$ cat src/rtl/md_pkg.sv
// Shared definitions for the multiply/divide unit: operation codes,
// default latencies and the {HI,LO} result pair.
package md_pkg;

    localparam logic [1:0] MD_MULT = 2'b00;
    localparam logic [1:0] MD_DIV  = 2'b01;

    localparam int MULT_CYCLES_DEF = 5;
    localparam int DIV_CYCLES_DEF  = 10;

    typedef struct packed {
        logic [31:0] hi;
        logic [31:0] lo;
    } hilo_t;

endpackage

$ cat src/rtl/md_compute.sv
// Combinational 32x32 multiply and 32/32 divide, signed or unsigned.
// Division yields {remainder, quotient}; div_zero flags a zero divisor.
module md_compute
    import md_pkg::*;
(
    input  logic [31:0] a,
    input  logic [31:0] b,
    input  logic [1:0]  op,
    input  logic        is_signed,
    output hilo_t       result,
    output logic        div_zero
);

    logic        neg_a;
    logic        neg_b;
    logic [31:0] mag_a;
    logic [31:0] mag_b;
    logic [31:0] mag_b_safe;
    logic [31:0] quot;
    logic [31:0] rem;
    logic [63:0] prod;

    // Signed operations work on magnitudes and fix the signs afterwards, so
    // 0x80000000 / -1 naturally wraps back to 0x80000000 with remainder 0.
    always_comb begin
        div_zero   = (b == 32'd0);
        neg_a      = is_signed & a[31];
        neg_b      = is_signed & b[31];
        mag_a      = neg_a ? -a : a;
        mag_b      = neg_b ? -b : b;
        mag_b_safe = div_zero ? 32'd1 : mag_b;

        quot = mag_a / mag_b_safe;
        rem  = mag_a % mag_b_safe;
        if (neg_a ^ neg_b) begin
            quot = -quot;
        end
        if (neg_a) begin
            rem = -rem;
        end

        prod = {32'd0, mag_a} * {32'd0, mag_b};
        if (neg_a ^ neg_b) begin
            prod = -prod;
        end

        if (op == MD_DIV) begin
            result = {rem, quot};
        end else begin
            result = prod;
        end
    end

endmodule

$ cat src/rtl/mdu.sv
// Multiply/divide unit: latches the result at start, holds busy for the
// configured latency, then commits it to HI/LO. Also services mthi/mtlo.
module mdu
    import md_pkg::*;
#(
    parameter int MULT_CYCLES = MULT_CYCLES_DEF,
    parameter int DIV_CYCLES  = DIV_CYCLES_DEF
) (
    input  logic        clk,
    input  logic        reset,
    input  logic        startE,
    input  logic [1:0]  MDopE,
    input  logic        MDsignE,
    input  logic        HIWriteE,
    input  logic        HISelE,
    input  logic        respon,
    input  logic [31:0] rd1E,
    input  logic [31:0] rd2E,
    output logic        busy,
    output logic [31:0] HI,
    output logic [31:0] LO
);

    localparam int MAX_CYCLES = (MULT_CYCLES > DIV_CYCLES) ? MULT_CYCLES : DIV_CYCLES;
    localparam int CNT_W      = $clog2(MAX_CYCLES + 1);

    logic [CNT_W-1:0] cnt;
    hilo_t            pend;
    logic             pend_ok;
    hilo_t            comp;
    logic             div_zero;
    logic             is_div;
    logic             op_valid;
    logic             accept;
    logic             mt_write;

    md_compute u_compute (
        .a         (rd1E),
        .b         (rd2E),
        .op        (MDopE),
        .is_signed (MDsignE),
        .result    (comp),
        .div_zero  (div_zero)
    );

    assign is_div   = (MDopE == MD_DIV);
    assign op_valid = (MDopE == MD_MULT) | is_div;
    assign busy     = (cnt != '0);
    assign accept   = startE & ~respon & ~busy & op_valid;
    assign mt_write = HIWriteE & ~respon & ~busy;

    // An accepted start takes priority over a same-cycle mthi/mtlo; a zero
    // divisor still runs the full latency but never commits.
    always_ff @(posedge clk) begin
        if (reset) begin
            cnt     <= '0;
            pend    <= '0;
            pend_ok <= 1'b0;
            HI      <= 32'd0;
            LO      <= 32'd0;
        end else if (accept) begin
            pend    <= comp;
            pend_ok <= ~(is_div & div_zero);
            cnt     <= is_div ? CNT_W'(DIV_CYCLES) : CNT_W'(MULT_CYCLES);
        end else if (busy) begin
            cnt <= cnt - 1'b1;
            if ((cnt == CNT_W'(1)) && pend_ok) begin
                HI <= pend.hi;
                LO <= pend.lo;
            end
        end else if (mt_write) begin
            if (HISelE) begin
                HI <= rd1E;
            end else begin
                LO <= rd1E;
            end
        end
    end

endmodule

$ cat config.mk
export PLATFORM = sky130hd
export DESIGN_NAME = mdu
export DESIGN_NICKNAME = d
export VERILOG_FILES = /design/src/rtl/md_pkg.sv /design/src/rtl/md_compute.sv /design/src/rtl/mdu.sv
export SDC_FILE = /design/constraint.sdc
export NUM_CORES = 2
export LEC_CHECK = 0
export BUFFER_PORTS_ARGS = -buffer_cell sky130_fd_sc_hd__buf_2
export CAP_MARGIN = 25
export CELL_PAD_IN_SITES_DETAIL_PLACEMENT = 0
export CELL_PAD_IN_SITES_GLOBAL_PLACEMENT = 2
export CORE_UTILIZATION = 36
export CTS_CLUSTER_SIZE = 25
export DETAILED_ROUTE_END_ITERATION = 7
export MAX_ROUTING_LAYER = met4
export PLACE_DENSITY = 0.9
export REMOVE_ABC_BUFFERS = 1
export SLEW_MARGIN = 20
export SYNTH_ARGS = -nofsm -noshare
export SYNTH_HDL_FRONTEND = slang
export SYNTH_HIERARCHICAL = 1
export SYNTH_SLANG_ARGS = --single-unit
export TNS_END_PERCENT = 20
$ cat constraint.sdc
create_clock -name clk -period 92.9 [get_ports clk]
set_clock_uncertainty 0.1 [all_clocks]
set_input_delay 13.935 -clock clk [delete_from_list [all_inputs] [get_ports clk]]
set_output_delay 13.935 -clock clk [all_outputs]
set_load 0.005 [all_outputs]
Word-level counts from Yosys, hierarchy flattened

Cells that the tools add are included.

Bits in registers: 133
Bits of input ports: 73
Bits in read-only memories: 0
Bits in latches: 0
Bits in writable memories: 0
Memories: 0

Equality and inequality tests: 4
Bitwise logic cells: 14
Multiply operators: 1
$lt $le $gt $ge: 0
Shift-type cells: 0
Divide/modulo/power cells: 2
Add/subtract/negate cells: 6
Reductions and logical operators: 9
Muxes and demuxes: 18

Operator list:

| cell                                             | number |
|---|---|
| two-way mux 32 bit                               | 13 |
| two-way mux 64 bit                               | 2 |
| negation 32 bit                                  | 4 |
| multiplier 32 x 32 -> 64 bit                     | 1 |
| negation 64 bit                                  | 1 |
| divider 32 x 32 -> 32 bit                        | 1 |
| zero test 32 bit                                 | 1 |
| remainder unit 32 x 32 -> 32 bit                 | 1 |
| two-way mux 4 bit                                | 3 |
| AND 1 bit                                        | 8 |
| AND reduction 4 bit                              | 2 |
| nonzero test 2 bit                               | 3 |
| == test 4 x 1 -> 1 bit, second input constant    | 1 |
| != test 2 x 1 -> 1 bit, second input constant    | 2 |
| inverter 1 bit                                   | 4 |
| nonzero test 4 bit                               | 1 |
| subtractor 4 x 1 -> 4 bit, second input constant | 1 |
| == test 2 x 1 -> 1 bit, second input constant    | 1 |
| zero test 2 bit                                  | 1 |
| logical AND 1 bit                                | 1 |
| OR 1 bit                                         | 1 |
| XOR 1 bit                                        | 1 |

Longest topological paths before layout

Depth after elaboration: 7
Mapped depth: 387
Mapped depth without buffers: 353

Modules after synthesis

The synthesis kept the hierarchy.

Modules (own cells, without submodules):

| module     | cells each | area each (um2) | instances |
|---|---|---|---|
| md_compute | 9389       | 68838.5         | 1 |
| mdu        | 678        | 5386.4          | 1 |

Worst setup path before layout

Ideal clock, no wire load.

Path type: input port to flip-flop
From: input port rd2E[0]
To: register pend[62] in the netlist's numbering
Data arrival time: 92.942 ns
Slack: -0.274 ns
Cell stages on the path: 360
Path through: clkbuf_1 -> inv_1 -> clkbuf_1 -> ha_1 -> or3b_1 -> o41ai_1 -> xnor2_1 -> or3_1 -> clkbuf_1 -> nor4b_1 -> and3b_1 -> nand2_1 -> nor2_1 -> a21oi_1 -> ha_1 -> o21a_1 -> nor2_1 -> nor3_1 -> [324 not listed] -> inv_1 -> clkbuf_1 -> clkbuf_1 -> buf_1 -> clkbuf_1 -> mux2i_1 -> ha_1 -> nand2_1 -> nand4b_1 -> or2_2 -> nor3_2 -> nand4_2 -> or4b_4 -> o21ai_1 -> xor2_1 -> mux2i_1 -> nand2_1 -> a21oi_1

RTL lines:

| element              | RTL line  | source |
|---|---|---|
| start, declared      | mdu.sv:18 | `input logic [31:0] rd2E,` |
| end signal, assigned | mdu.sv:62 | `pend <= comp;` |
| end, declared        | mdu.sv:28 | `hilo_t pend;` |

==> flow_metrics.env <==
export IMPL_hold_viol_final=0
export IMPL_outcome="complete, but fails checks"
export IMPL_final_area_sq_mm=0.0822
export IMPL_clockRootBuffer="clkbuf_16"
export IMPL_io_pins=138
export IMPL_syn_avg_cell_area_sq_um=7.37
export IMPL_num_rows=166
export IMPL_gp_congestion=1.12
export IMPL_yosysWarnings=6
export IMPL_multiInputGateArea_sq_mm=0.0667
export IMPL_layoutNonFillerInstCount=12965
export IMPL_max_freq_mhz=11.1
export IMPL_fin_nets=12017
export IMPL_yosys_area_top_type="fa_1"
export IMPL_cts_tree="yes"
export IMPL_placed_cells=12873
export IMPL_clk_path_buf_depth=2
export IMPL_ys_types=121
export IMPL_grt_pass1_vias=77777
export IMPL_setup_viol=0
export IMPL_grt_max_degree=84
export IMPL_ys_flop_type="dfxtp_1"
export IMPL_synth_seq_area_share=0.0359
export IMPL_min_path_type="flop to flop"
export IMPL_vias=78526
export IMPL_grt_overflow=0
export IMPL_slew_viol_final=0
export IMPL_register_area_sq_mm=0.00266
export IMPL_tightestPinTransition_ns=1.17
export IMPL_die_area_sq_mm=0.208
export IMPL_hold_ws_ns=0.356
export IMPL_crit_path_start_kind="primary input"
export IMPL_drt_total_wl_um=346000
export IMPL_detail_route_drc_violations=3
export IMPL_die_h_um=456
export IMPL_hpwlAfterDp_um=273000
export IMPL_area_growth_pct=10.7
export IMPL_reg2reg_slack_ns=90.25
export IMPL_avgRoutedWirePerCell_um=26.7
export IMPL_crit_path_frequent_cell="ha_1"
export IMPL_fin_crit_sh=0.970
export IMPL_start_util=0.362
export IMPL_synth_edf_count=0
export IMPL_drtIter0Drc=8548
export IMPL_setup_tns_ns=0
export IMPL_numClockSinks=133
export IMPL_antenna_found_initial=19
export IMPL_slowest_stage="o21ai_0"
export IMPL_dieWidth_um=456
export IMPL_slew_headroom=0.209
export IMPL_portBuffers=137
export IMPL_core_area_sq_mm=0.205
export IMPL_cp_slowest_stage_delay_ns=0.90
export IMPL_crit_type="primary input to flop"
export IMPL_clock_latency_ns=0.44
export IMPL_synth_area_top_cells="fa_1 (24%), ha_1 (13%), nand2_1 (8.2%)"
export IMPL_num_fill_cells=21447
export IMPL_cp_arrival_ns=90.41
export IMPL_ctsHoldBuffers=0
export IMPL_cp_max_fo=30
export IMPL_drt_pass1_iterations=8
export IMPL_htree_levels=4
export IMPL_violations="design-rule violations"
export IMPL_place_area_sq_mm=0.0801
export IMPL_required_ns=93.16
export IMPL_via_per_inst=6.06
export IMPL_path_clk_slew_ns=0.06
export IMPL_synth_cells=10067
export IMPL_syn_area_sq_mm=0.0742
export IMPL_grt_pass1_wl_um=508000
export IMPL_grt_usage=0.334
export IMPL_async_reset_ff_frac=0
export IMPL_cp_end_kind="flop"
export IMPL_yosysTopAreaCellShare=0.242
export IMPL_min_period_ns=90.15
export IMPL_drive_gt1_frac=0.103
export IMPL_numCtsBuffers=17
export IMPL_cap_violations=0
export IMPL_postRouteAntennaNets=0
export IMPL_ys_ff_latch=133
-- synth_stat cells, drive strengths merged (36+ instances only) --
cell and instances:
a21o 185, o22ai 43, a211oi 76, inv 1190, or3 67, buf 96, nand3 169, and2 54
mux2 47, mux2i 37, o21a 132, o21bai 64, a21boi 36, xnor2 366, a31oi 114, a21oi 636
nand4 80, nand2b 65, o211ai 63, o31ai 55, o211a 39, nor3 251, nor2 965, a311oi 53
nor4 54, xor2 244, ha 800, dfxtp 133, and3 60, o21ai 428, clkbuf 346, nand2 1630
nor2b 64, fa 897, or2 69
-- state kept, by name, indices dropped and copies added (netlist names) --
signal,count
pend,64
HI,32
cnt,4
pend_ok,1
LO,32
-- logic make-up after synthesis --
logic type	after synthesis	share of synthesized area
and+or+nand+nor	3652	0.218
muxes	85	0.0126
buffers and inverters	1644	0.0845
xor gates and xnor gates	610	0.0720
adders and majority gates	1697	0.377
DFF	133	0.0359
AOI/OAI and AO/OA	2246	0.200
-- metrics by stage --
stage,util,setup WS (ns)
after floorplan,-,-7.29
after global placement,0.391,-3.49
after detailed placement,0.391,-3.74
after CTS,0.395,0.0404
after global routing,0.401,-0.498
final,0.401,2.75
-- worst max-delay path: cells and delay by family --
family	cells	cell delay, ns
AO/OA/AOI/OAI	149	33.70
XOR/XNOR	2	0.34
adder cells (fa/ha/maj)	32	9.97
buffers and inverters	43	8.23
multiplexers	3	1.15
AND/OR/NAND/NOR	117	22.75
-- placed cells by master (no fill, tap or decap), drive strengths merged, types with 114 or more instances in the layout --
cell / Yosys / final
ha: 800 / 800
dfxtp: 133 / 133
nor3: 251 / 251
o21a: 132 / 132
xor2: 244 / 244
a31oi: 114 / 114
o21ai: 428 / 428
xnor2: 366 / 366
nand3: 169 / 169
inv: 1190 / 1192
a21o: 185 / 185
fa: 897 / 897
buf: 96 / 598
nor2: 965 / 965
a21oi: 636 / 636
nand2: 1630 / 1630
-- area by class of cell --
| type | count | area share |
|---|---|---|
| diodes | 18 | 0.000548 |
| clock buffers | 18 | 0.00535 |
| clock inverters | 13 | 0.00238 |
| inverters | 1202 | 0.0550 |
| multi-input cells | 8292 | 0.811 |
| flip-flops and latches | 133 | 0.0324 |
| well taps | 2688 | 0.0409 |
| repair buffers | 601 | 0.0520 |
-- path summary, 6_finish.rpt --
| path | from | to | depth (start not counted) |
|---|---|---|---|
| setup / recovery | rd2E[0] | pend[59] | 346 |
| hold / removal | pend[32] | pend[32] | 2 |
| setup reg to reg | cnt[0] | LO[29] | 9 |
| hold reg to reg | pend[32] | pend[32] | 2 |
-- timing repair --
action	CTS	global route
endpoints found under the setup margin	64	64
setup buffers	4	33
gates resized for setup	37	206
hold endpoints to repair	0	0
pin swaps	4	24
gates cloned	1	2
-- routing by layer --
layer	vias up	wire (um)	track usage
met5	-	0	-
met4	0	30000	0.232
met2	4427	150000	0.505
li1	34414	-	-
met3	1231	33200	0.0580
met1	38454	132000	0.403
Power is not shown: default switching activity piles up to over one toggle a cycle in this logic, so the estimate is an artifact.
